$ cat config.mk
export PLATFORM = sky130hd
export DESIGN_NAME = scan_sequencer
export DESIGN_NICKNAME = d
export VERILOG_FILES = /design/src/rtl/scan_sequencer.sv
export SDC_FILE = /design/constraint.sdc
export NUM_CORES = 1
export LEC_CHECK = 0
export CAP_MARGIN = 20
export CORE_MARGIN = 1
export CORE_UTILIZATION = 40
export DETAILED_ROUTE_END_ITERATION = 10
export PLACE_DENSITY = 0.69
export SYNTH_ARGS = -nofsm -noshare
export SYNTH_HDL_FRONTEND = slang
export SYNTH_SLANG_ARGS = --single-unit
$ cat constraint.sdc
create_clock -name clock50Mhz -period 7.5 [get_ports clock50Mhz]
set_clock_uncertainty 0.15 [all_clocks]
set_input_delay 1.125 -clock clock50Mhz [delete_from_list [all_inputs] [get_ports clock50Mhz]]
set_output_delay 1.125 -clock clock50Mhz [all_outputs]
set_load 0.005 [all_outputs]
$ cat src/rtl/scan_sequencer.sv
`default_nettype none
// ============================================================================
//  Module   : scan_sequencer
//  Purpose  : Threshold-scan scheduler for the PMT test stand. Sweeps the DAC
//             threshold register from a first to a last code in fixed steps.
//             For every code it writes the DAC over the shared register bus,
//             lets the discriminator settle and runs one counter measurement
//             window. It then reports the (threshold, count) pair.
//
//  Ports    : clock50Mhz, reset       - clock, synchronous active-high reset
//             start, abort            - scan control pulses
//             thr_first/last/step     - scan range, latched on start
//             window                  - measurement window length in cycles
//             bus_req/gnt/addr/data/write - register-bus requester side
//             step_start, step_stop   - counter window strobes
//             count_value             - counter result (valid 2 cycles after stop)
//             res_valid/thr/count     - reported measurement point
//             busy, done              - scan status
//
//  Revision : 1.0 - initial release
// ============================================================================
module scan_sequencer #(
    parameter int         SETTLE_CYCLES = 50000,
    parameter logic [7:0] DAC_ADDR      = 8'h30
) (
    input  logic        clock50Mhz,
    input  logic        reset,
    input  logic        start,
    input  logic        abort,
    input  logic [7:0]  thr_first,
    input  logic [7:0]  thr_last,
    input  logic [7:0]  thr_step,
    input  logic [31:0] window,
    output logic        bus_req,
    input  logic        bus_gnt,
    output logic [7:0]  bus_addr,
    output logic [7:0]  bus_data,
    output logic        bus_write,
    output logic        step_start,
    output logic        step_stop,
    input  logic [31:0] count_value,
    output logic        res_valid,
    output logic [7:0]  res_thr,
    output logic [31:0] res_count,
    output logic        busy,
    output logic        done
);

    typedef enum logic [3:0] {
        S_IDLE    = 4'd0,
        S_REQ     = 4'd1,
        S_WRITE   = 4'd2,
        S_SETTLE  = 4'd3,
        S_MEAS    = 4'd4,
        S_STOP    = 4'd5,
        S_CAPTURE = 4'd6,
        S_REPORT  = 4'd7,
        S_NEXT    = 4'd8,
        S_DONE    = 4'd9
    } state_t;

    // Counters are loaded with (length - 1) and run down to zero.
    localparam logic [31:0] c_settle_last = 32'(SETTLE_CYCLES - 1);

    state_t      r_state;
    logic [7:0]  r_thr;          // threshold currently being measured
    logic [7:0]  r_last;         // latched inclusive upper bound
    logic [7:0]  r_step;         // latched step, already forced to >= 1
    logic [31:0] r_window;       // latched window, already forced to >= 1
    logic [31:0] r_settle_cnt;
    logic [31:0] r_meas_cnt;
    logic        r_cap_second;   // second CAPTURE cycle flag
    logic        r_gnt_seen;     // grant sampled high while requesting

    // Nine bits so that stepping past code 255 is detected instead of wrapping.
    logic [8:0]  w_next_sum;
    assign w_next_sum = {1'b0, r_thr} + {1'b0, r_step};

    always_ff @(posedge clock50Mhz) begin
        if (reset) begin
            r_state      <= S_IDLE;
            r_thr        <= 8'd0;
            r_last       <= 8'd0;
            r_step       <= 8'd1;
            r_window     <= 32'd1;
            r_settle_cnt <= 32'd0;
            r_meas_cnt   <= 32'd0;
            r_cap_second <= 1'b0;
            r_gnt_seen   <= 1'b0;
            bus_req      <= 1'b0;
            bus_addr     <= 8'd0;
            bus_data     <= 8'd0;
            bus_write    <= 1'b0;
            step_start   <= 1'b0;
            step_stop    <= 1'b0;
            res_valid    <= 1'b0;
            res_thr      <= 8'd0;
            res_count    <= 32'd0;
            busy         <= 1'b0;
            done         <= 1'b0;
        end else begin
            // Single-cycle strobes default low; the bus address/data lines
            // are only non-zero alongside the write strobe.
            bus_write  <= 1'b0;
            bus_addr   <= 8'd0;
            bus_data   <= 8'd0;
            step_start <= 1'b0;
            step_stop  <= 1'b0;
            res_valid  <= 1'b0;
            done       <= 1'b0;

            if (abort && (r_state != S_IDLE)) begin
                // A write already on the bus completes by itself; an open
                // counter window must be closed so the counter is not left
                // running.
                r_state    <= S_IDLE;
                bus_req    <= 1'b0;
                busy       <= 1'b0;
                r_gnt_seen <= 1'b0;
                step_stop  <= (r_state == S_MEAS);
            end else begin
                case (r_state)
                    S_IDLE: begin
                        if (start && !abort) begin
                            r_thr      <= thr_first;
                            r_last     <= thr_last;
                            r_step     <= (thr_step == 8'd0) ? 8'd1 : thr_step;
                            r_window   <= (window == 32'd0) ? 32'd1 : window;
                            r_gnt_seen <= 1'b0;
                            r_state    <= S_REQ;
                            bus_req    <= 1'b1;
                            busy       <= 1'b1;
                        end
                    end

                    S_REQ: begin
                        // The grant is registered first, so the write goes
                        // out in the cycle after the grant was sampled.
                        if (r_gnt_seen) begin
                            r_gnt_seen <= 1'b0;
                            r_state    <= S_WRITE;
                            bus_write  <= 1'b1;
                            bus_addr   <= DAC_ADDR;
                            bus_data   <= r_thr;
                        end else begin
                            r_gnt_seen <= bus_gnt;
                        end
                    end

                    S_WRITE: begin
                        bus_req      <= 1'b0;
                        r_settle_cnt <= c_settle_last;
                        r_state      <= S_SETTLE;
                    end

                    S_SETTLE: begin
                        if (r_settle_cnt == 32'd0) begin
                            r_meas_cnt <= r_window - 32'd1;
                            step_start <= 1'b1;
                            r_state    <= S_MEAS;
                        end else begin
                            r_settle_cnt <= r_settle_cnt - 32'd1;
                        end
                    end

                    S_MEAS: begin
                        if (r_meas_cnt == 32'd0) begin
                            step_stop <= 1'b1;
                            r_state   <= S_STOP;
                        end else begin
                            r_meas_cnt <= r_meas_cnt - 32'd1;
                        end
                    end

                    S_STOP: begin
                        r_cap_second <= 1'b0;
                        r_state      <= S_CAPTURE;
                    end

                    S_CAPTURE: begin
                        // The counter result becomes valid two cycles after
                        // the stop strobe, i.e. in the second CAPTURE cycle.
                        if (r_cap_second) begin
                            r_cap_second <= 1'b0;
                            res_valid    <= 1'b1;
                            res_thr      <= r_thr;
                            res_count    <= count_value;
                            r_state      <= S_REPORT;
                        end else begin
                            r_cap_second <= 1'b1;
                        end
                    end

                    S_REPORT: begin
                        r_state <= S_NEXT;
                    end

                    S_NEXT: begin
                        if (w_next_sum > {1'b0, r_last}) begin
                            done    <= 1'b1;
                            r_state <= S_DONE;
                        end else begin
                            r_thr   <= w_next_sum[7:0];
                            bus_req <= 1'b1;
                            r_state <= S_REQ;
                        end
                    end

                    S_DONE: begin
                        busy    <= 1'b0;
                        r_state <= S_IDLE;
                    end

                    default: begin
                        r_state <= S_IDLE;
                        bus_req <= 1'b0;
                        busy    <= 1'b0;
                    end
                endcase
            end
        end
    end

endmodule
`default_nettype wire

Word-level counts from Yosys, hierarchy flattened
Index checks and enable logic that the tools add are counted.
Operators by class
  add/sub/neg operators: 4
  order comparisons: 1
  eq/ne operators: 17
  multiplexer cells: 34
  bitwise logic cells: 8
  reduce and logical (&&, ||, !) cells: 32
Operators with widths (count)
  two-way mux 32 bit: 4
  case mux 32 bit (2 select lines): 2
  logical NOT 32 bit: 3
  subtractor 32 x 1 -> 32 bit, second input constant: 3
  case mux 4 bit (9 select lines): 1
  two-way mux 4 bit: 6
  two-way mux 8 bit: 3
  == test 4 x 3 -> 1 bit, second input constant: 4
  case mux 8 bit (2 select lines): 1
  != test 2 bit, second input constant: 7
  two-way mux 1 bit: 12
  AND reduction 3 bit: 4
  OR reduction 3 bit: 4
  nonzero test 2 bit: 5
  adder 8 x 8 -> 9 bit: 1
  > comparator 9 x 8 -> 1 bit: 1
  == test 4 x 2 -> 1 bit, second input constant: 2
  == test 4 bit, second input constant: 2
  logical NOT 8 bit: 1
  inverter 1 bit: 8
  AND reduction 4 bit: 2
  OR reduction 8 bit: 1
  OR reduction 7 bit: 1
  two-way mux 6 bit: 1
  12 further kinds: 17
Storage, ports and cells
  register bits after elaboration: 189
  bits of input ports: 93
  output and inout port bits: 63
  word-level logic and storage cells: 116

Logic depth before layout (Yosys ltp)
Gate-level depths: netlist of the first run.
  word-level depth: 4
  depth in mapped cells: 14

Worst setup path before layout of the first run
No wires, ideal clock.
  path kind: reg2reg
  start point: register r_state[0]
  end point: register r_meas_cnt[30]
  setup time: 0.120 ns
  arrival: 3.242 ns
  slack: 3.987 ns
  cell stages (with the launch flop): 13
  path buffers: 4
  cells stage by stage: dfxtp_1 > buf_2 > nor4b_1 > buf_2 > buf_1 > buf_1 > mux2i_1 > ha_1 > o21ai_1 > nor4_1 > nor2_1 > a311oi_1 > nand2_1
On the way
  cells in the longest elaborated chain, start to end: 4
RTL lines
  from (decl): line 65  | state_t r_state;
  from (signal assigned): line 81  | r_state <= S_IDLE;
  from (signal assigned): line 116  | r_state <= S_IDLE;
  from (signal assigned): line 130  | r_state <= S_REQ;
  parallel branches: the longest is 4 deep, another holds == test 4 x 3 -> 1 bit
  to (signal assigned): line 158  | r_meas_cnt <= r_window - 32'd1;
  to (signal assigned): line 171  | r_meas_cnt <= r_meas_cnt - 32'd1;
  to (decl): line 71  | logic [31:0] r_meas_cnt;
Parallel ways; which one is timed is not known.
A chain may end at the register's enable or synchronous reset.

Final worst setup path of the first run
  start point: register r_thr[0]
  end point: register r_thr[2]
On the way
  cells in the longest elaborated chain, start to end: 4
RTL lines
  from (decl): line 66  | logic [7:0] r_thr;
  from (signal assigned): line 125  | r_thr <= thr_first;
  from (signal assigned): line 203  | r_thr <= w_next_sum[7:0];
  adder 8 x 8 -> 9 bit *: line 77  | assign w_next_sum = {1'b0, r_thr} + {1'b0, r_step};
  > comparator 9 x 8 -> 1 bit: line 199  | if (w_next_sum > {1'b0, r_last}) begin
  != test 2 bit (no source line)
  AND reduction 4 bit (no source line)
Mark *: on every way between the ends. The rest lies on a longest branch, timed or not. The select of a mux whose other input is x is not followed.

==> flow_summary.json, run 1 <==
{
  "status": "completed",
  "gp_congestion": 0.875,
  "path_clk_slew_ps": 70,
  "core-area_um2": 22100,
  "syn_inst": 1183,
  "swShare": 0.381,
  "fin_crit_ps": 4070,
  "crit_buf_inv": 0,
  "cts_setup_buffers": 0,
  "min_path_cells": 2,
  "viasPerCell": 5.59,
  "hold_start": "res_count[15]",
  "leakage_nw": 3.97,
  "cts.sinks": 181,
  "reg2reg_depth": 12,
  "dp_hpwl_um": 17200,
  "grt_pass1_wl_um": 41300,
  "avgSynthCellArea_um2": 7.69,
  "p_seq_frac": 0.367,
  "p_int_mw": 2.10,
  "finalHoldViolations": 0,
  "row_count": 54,
  "htree_levels": 4,
  "worstReg2RegStart": "r_thr[0]",
  "reg2reg_to": "r_thr[2]",
  "n_antenna_cell": 0,
  "tritoncts": "yes",
  "die_h_um": 153,
  "synth.top_cell.area_share": 0.398,
  "cp.required_ps": 7720,
  "yosys-top-cells-area": "dfxtp_1 40%, nand2_1 10%, a21oi_1 9.5%",
  "chipWidth_um": 153,
  "slew_violations": 0,
  "mappedNetlistArea_um2": 9100,
  "finalSetupViolations": 0,
  "vias": 8808,
  "cp.arrival_ps": 4290,
  "max_slew_margin": 0.314,
  "p_clk_frac": 0.273,
  "peakVddDrop_mv": 0.181,
  "antenna_found_initial": 0,
  "netSwitchingPower_mw": 1.29,
  "seq_area_frac_synth": 0.398,
  "ys_warn_count": 0,
  "fin_nets": 1395,
  "ant_nets": 0,
  "drc": 0,
  "synth.most_common_cell": "nand2_1",
  "cap_viol_max_count": 0,
  "tightest_slew_ps": 1020,
  "cts_root_buffer": "clkbuf_16",
  "period_share": 0.543,
  "cp_cell_sequence": "ha_1, fa_1, a211oi_1, o21bai_1, a21oi_1, xnor2_1, ha_1, a211oi_1, o21ai_0, a31oi_1, and2_1, mux2i_1",
  "synth_cell_types": 67,
  "grt_max_degree": 72,
  "cts_resized": 0,
  "worstSetupEndpointType": "flip-flop",
  "fin_tns_setup_ps": 0,
  "wire_per_inst_um": 15.9,
  "synth_seq_cells": 181,
  "hold_buffers": 0,
  "yosysTopAreaCell": "dfxtp_1",
  "drive_gt1_frac": 0.0509,
  "power_frac_comb": 0.360,
  "ff2ff_setup_slack_ps": 3430,
  "area_delta_synth_final_pct": 24.3,
  "critPathMaxStageDelay_ps": 830,
  "startpoint_type": "flip-flop",
  "grt-ovfl-total": 0,
  "power_density_nw_per_um2": 300,
  "post_dp_cell_area_um2": 10700,
  "path_delay_family": "compound AO/OA/AOI/OAI gates",
  "worstHoldEndpoint": "res_count[15]",
  "drtIter0Drc": 744,
  "max_freq_mhz": 246,
  "critical_path_class": "reg -> reg",
  "cp_slowest_cell": "a31oi_1",
  "start_util": 0.412,
  "synth_common_cells": "248 x nand2_1, 181 x dfxtp_1, 172 x a21oi_1",
  "die-area_um2": 23400,
  "path_max_fanout": 11,
  "hold_path.class": "reg -> reg",
  "synth_edf_count": 0,
  "fin_area_um2": 11300,
  "grt_pass1_vias": 8081,
  "dr.pass1.iters": 5,
  "clock_latency_ps": 440,
  "boundaryPins": 156,
  "numCtsBuffers": 17,
  "synthFlopType": "dfxtp_1",
  "io_buffers": 149,
  "async_flop_share": 0,
  "max-clock-path-buffers": 2,
  "track_usage": 0.216,
  "routed_wl_um": 25000,
  "rsz0062_at_grt": "no"
}
final cells by class:
type / count / area [µm²]
Clock inverter: 11 / 136
Tap cell: 280 / 350
Fill cell: 2128 / 10800
Inverter: 15 / 56.3
Timing Repair Buffer: 161 / 1590
Multi-Input combinational cell: 907 / 5090
Clock buffer: 21 / 470
Sequential cell: 181 / 3620
power by group through the flow:
| stage | Clock (mW) | Combinational, mW | Sequential (mW) |
|---|---|---|---|
| 6_report | 0.928 | 1.22 | 1.25 |
| 5_1_grt | 0.987 | 1.37 | 1.27 |
| 4_1_cts | 0.945 | 1.21 | 1.24 |
| 3_3_place_gp | 0 | 1.17 | 1.26 |
| 2_1_floorplan | 0 | 0.958 | 1.20 |
| 3_5_place_dp | 0 | 1.20 | 1.26 |
through the flow:
| step | setup slack [ps] | hold slack (ps) | utilization | total power, mW | instances |
|---|---|---|---|---|---|
| floorplan | 3990 | 286 | - | 2.16 | 1188 |
| global placement | 2980 | 291 | 0.484 | 2.43 | 1542 |
| detailed placement | 2830 | 296 | 0.484 | 2.47 | 1542 |
| CTS | 3190 | 306 | 0.511 | 3.40 | 1574 |
| global route | 3090 | 322 | 0.512 | 3.63 | 1576 |
| finish | 3430 | 304 | 0.512 | 3.40 | 1576 |
layer usage:
metal | track usage | wire length [µm] | share of wire
met5 | 0 | 0 | 0
met4 | 0.0765 | 457 | 0.018
met3 | 0.0289 | 799 | 0.032
met2 | 0.367 | 12400 | 0.50
met1 | 0.279 | 11300 | 0.45
tightest hold or removal path: cells and delay by family (launching register included):
family / cells / cell delay, ps
AO/OA/AOI/OAI: 1 / 50
flip-flops: 1 / 310
AND/OR/NAND/NOR: 1 / 50
cell usage in the layout (no fill, tap or decap), drive strengths merged, types with 10 or more instances in the layout:
cell type,count
dfxtp,181
or4,16
buf,13
nand3,21
clkbuf,21
and2,11
nor3,32
nand2,248
o21ai,47
nand4,14
nor4,31
xor2,16
nor2,73
mux2i,20
ha,18
or3,13
a211oi,20
a21oi,173
inv,20
xnor2,10
clkdlybuf4s50,148
a31oi,13
flip-flops by register name (all words and copies together) (netlist names), 4 cells and up:
register,count
r_meas_cnt,32
r_settle_cnt,32
r_window,32
res_count,32
bus_data,8
r_last,8
r_step,8
r_thr,8
res_thr,8
r_state,4
worst max path at each step:
stage	from	endpoint	cells after the start	slack, ps
final	r_thr[0]	r_thr[2]	12	3430
after global routing	r_thr[0]	r_thr[7]	12	3090
after CTS	r_state[1]	r_settle_cnt[25]	6	3190
after detailed placement	abort	r_settle_cnt[25]	7	2830
after global placement	abort	r_settle_cnt[25]	7	2980
after floorplan	r_state[0]	r_meas_cnt[30]	12	3990
kinds of logic (layout without fill, tap and decap cells):
group	Yosys count	in the layout	synth area share
AOI/OAI and AO/OA	330	330	0.216
xor gates and xnor gates	26	26	0.0250
adders and majority gates	19	19	0.0269
buffers and inverters	100	208	0.0463
DFF	181	181	0.398
muxes	23	23	0.0257
other	1	6	0.000412
and+or+nand+nor	503	503	0.261
(Power assumes the default switching activity.)
==> inputs of run 2 (changes only) <==
- PLACE_DENSITY: 0.69 -> 0.72
- clock period: 7.5 -> 3.44 ns (I/O delays scaled with it)
==> flow_summary.json, run 2 (synthesis gave the netlist of run 1 again) <==
{
  "status": "completed",
  "hold_slack_ps": 303,
  "max-clock-path-buffers": 2,
  "clock_latency_ps": 430,
  "drive_gt1_frac": 0.0769,
  "drtIter0Drc": 712,
  "max_freq_mhz": 313,
  "cap_viol_max_count": 0,
  "stdcell_count": 1607,
  "grt_pass1_vias": 8289,
  "ant_nets": 0,
  "fin_nets": 1426,
  "hold_buffers": 0,
  "critical_path_class": "reg -> reg",
  "finalSetupViolations": 0,
  "routed_wl_um": 24800,
  "cp_cell_sequence": "ha_1, fa_2, a211oi_2, o21bai_1, a21oi_1, xnor2_1, ha_1, a211oi_1, o21ai_0, a31oi_2, buf_6, a21oi_1, a311oi_1",
  "viasPerCell": 5.54,
  "start_util": 0.412,
  "htree_levels": 4,
  "path_clk_slew_ps": 70,
  "die-area_um2": 23400,
  "post_dp_cell_area_um2": 11000,
  "cp.arrival_ps": 3390,
  "dp_hpwl_um": 17700,
  "power_density_nw_per_um2": 638,
  "chipWidth_um": 153,
  "startpoint_type": "flip-flop",
  "gp_congestion": 0.857,
  "numCtsBuffers": 17,
  "dr.pass1.iters": 5,
  "max_slew_margin": 0.478,
  "ff2ff_setup_slack_ps": 240,
  "critPathMaxStageDelay_ps": 380,
  "cts_root_buffer": "clkbuf_16",
  "area_delta_synth_final_pct": 27.0,
  "reg2reg_to": "r_thr[7]",
  "leakage_nw": 4.10,
  "finalHoldViolations": 0,
  "grt-ovfl-total": 0,
  "io_buffers": 149,
  "crit_buf_inv": 1,
  "boundaryPins": 156,
  "cp.required_ps": 3630,
  "hold_path.class": "reg -> reg",
  "row_count": 54,
  "wire_per_inst_um": 15.4,
  "dp.cells": 1575,
  "cts.sinks": 181,
  "path_delay_family": "compound AO/OA/AOI/OAI gates",
  "layout_setup_ws_ps": 243,
  "min_path_cells": 2,
  "worstHoldEndpoint": "res_thr[2]",
  "drc": 0,
  "grt_pass1_wl_um": 40800,
  "rsz0062_at_grt": "no",
  "tightest_slew_ps": 782,
  "p_total_mw": 7.37,
  "grt_max_degree": 72,
  "hold_start": "res_thr[2]",
  "fin_area_um2": 11600,
  "vias": 8910,
  "track_usage": 0.212,
  "cp_slowest_cell": "fa_2",
  "layout_commonest_cell": "nand2_1",
  "reg2reg_depth": 13,
  "path_max_fanout": 10,
  "antenna_found_initial": 0,
  "peakVddDrop_mv": 0.396,
  "period_share": 0.929,
  "core-area_um2": 22100,
  "fin_tns_setup_ps": 0,
  "fin_crit_ps": 3200,
  "worstReg2RegStart": "r_thr[0]",
  "post-place-ws_ps": 135,
  "worstSetupEndpointType": "flip-flop",
  "n_antenna_cell": 0,
  "tritoncts": "yes",
  "final_util": 0.523,
  "slew_violations": 0,
  "final_cell_mix": "248 x nand2_1, 181 x dfxtp_1, 172 x a21oi_1",
  "die_h_um": 153
}
[run 2: cell types whose count changed in the layout (fill, tap and decap cells not counted), sizes merged]
cell,change
clkinvlp,+2
clkbuf,-3
bufinv,-1
buf,+31
inv,+2
[run 2: worst max-delay path by stage]
stage,start,end,slack [ps],depth (start not counted)
finish,r_thr[0],r_thr[7],240,13
global route,r_thr[0],r_thr[7],30,14
CTS,r_thr[0],r_thr[2],130,12
detailed placement,r_thr[0],r_thr[5],140,12
global placement,r_thr[0],r_thr[7],160,12
floorplan,r_state[0],r_meas_cnt[30],120,12
[run 2: worst register-to-register path, cell delays in order (launching register included)]
cell and delay, ps:
dfxtp_1 320, ha_1 230, fa_2 380, a211oi_2 180, o21bai_1 110, a21oi_1 180, xnor2_1 180, ha_1 290
a211oi_1 230, o21ai_0 140, a31oi_2 250, buf_6 170, a21oi_1 70, a311oi_1 230
[run 2: layout make-up]
class                   instances  area, µm²
fillers                      2067      10500
multi-input cells             907       5110
flip-flops and latches        181       3620
repair buffers                192       1840
clock buffers                  18        439
well taps                     280        350
clock inverters                14        138
inverters                      15       56.3
[run 2: routing by layer]
| layer | vias to the layer above | wire length, µm | GRT usage |
|---|---|---|---|
| met1 | 4162 | 11100 | 0.264 |
| met4 | 0 | 942 | 0.101 |
| li1 | 4480 | - | - |
| met2 | 209 | 11800 | 0.356 |
| met5 | - | 0 | 0 |
| met3 | 59 | 881 | 0.0352 |
[run 2: power breakdown]
group | switching [mW] | internal [mW]
sequential | 0.313 | 2.38
clock | 0.875 | 1.04
combinational | 1.63 | 1.14
[run 2: timing repair]
action | 4_1_cts | 5_1_grt
setup buffers | 0 | 0
resized for setup | 0 | 5
hold endpoints to repair | 0 | 0
setup endpoints to repair | 0 | 8
==> inputs of run 3 (changes only) <==
- CAP_MARGIN: 20 -> 15
==> results of run 3 <==
Final layout, timing and power as in run 2 (identical DEF).
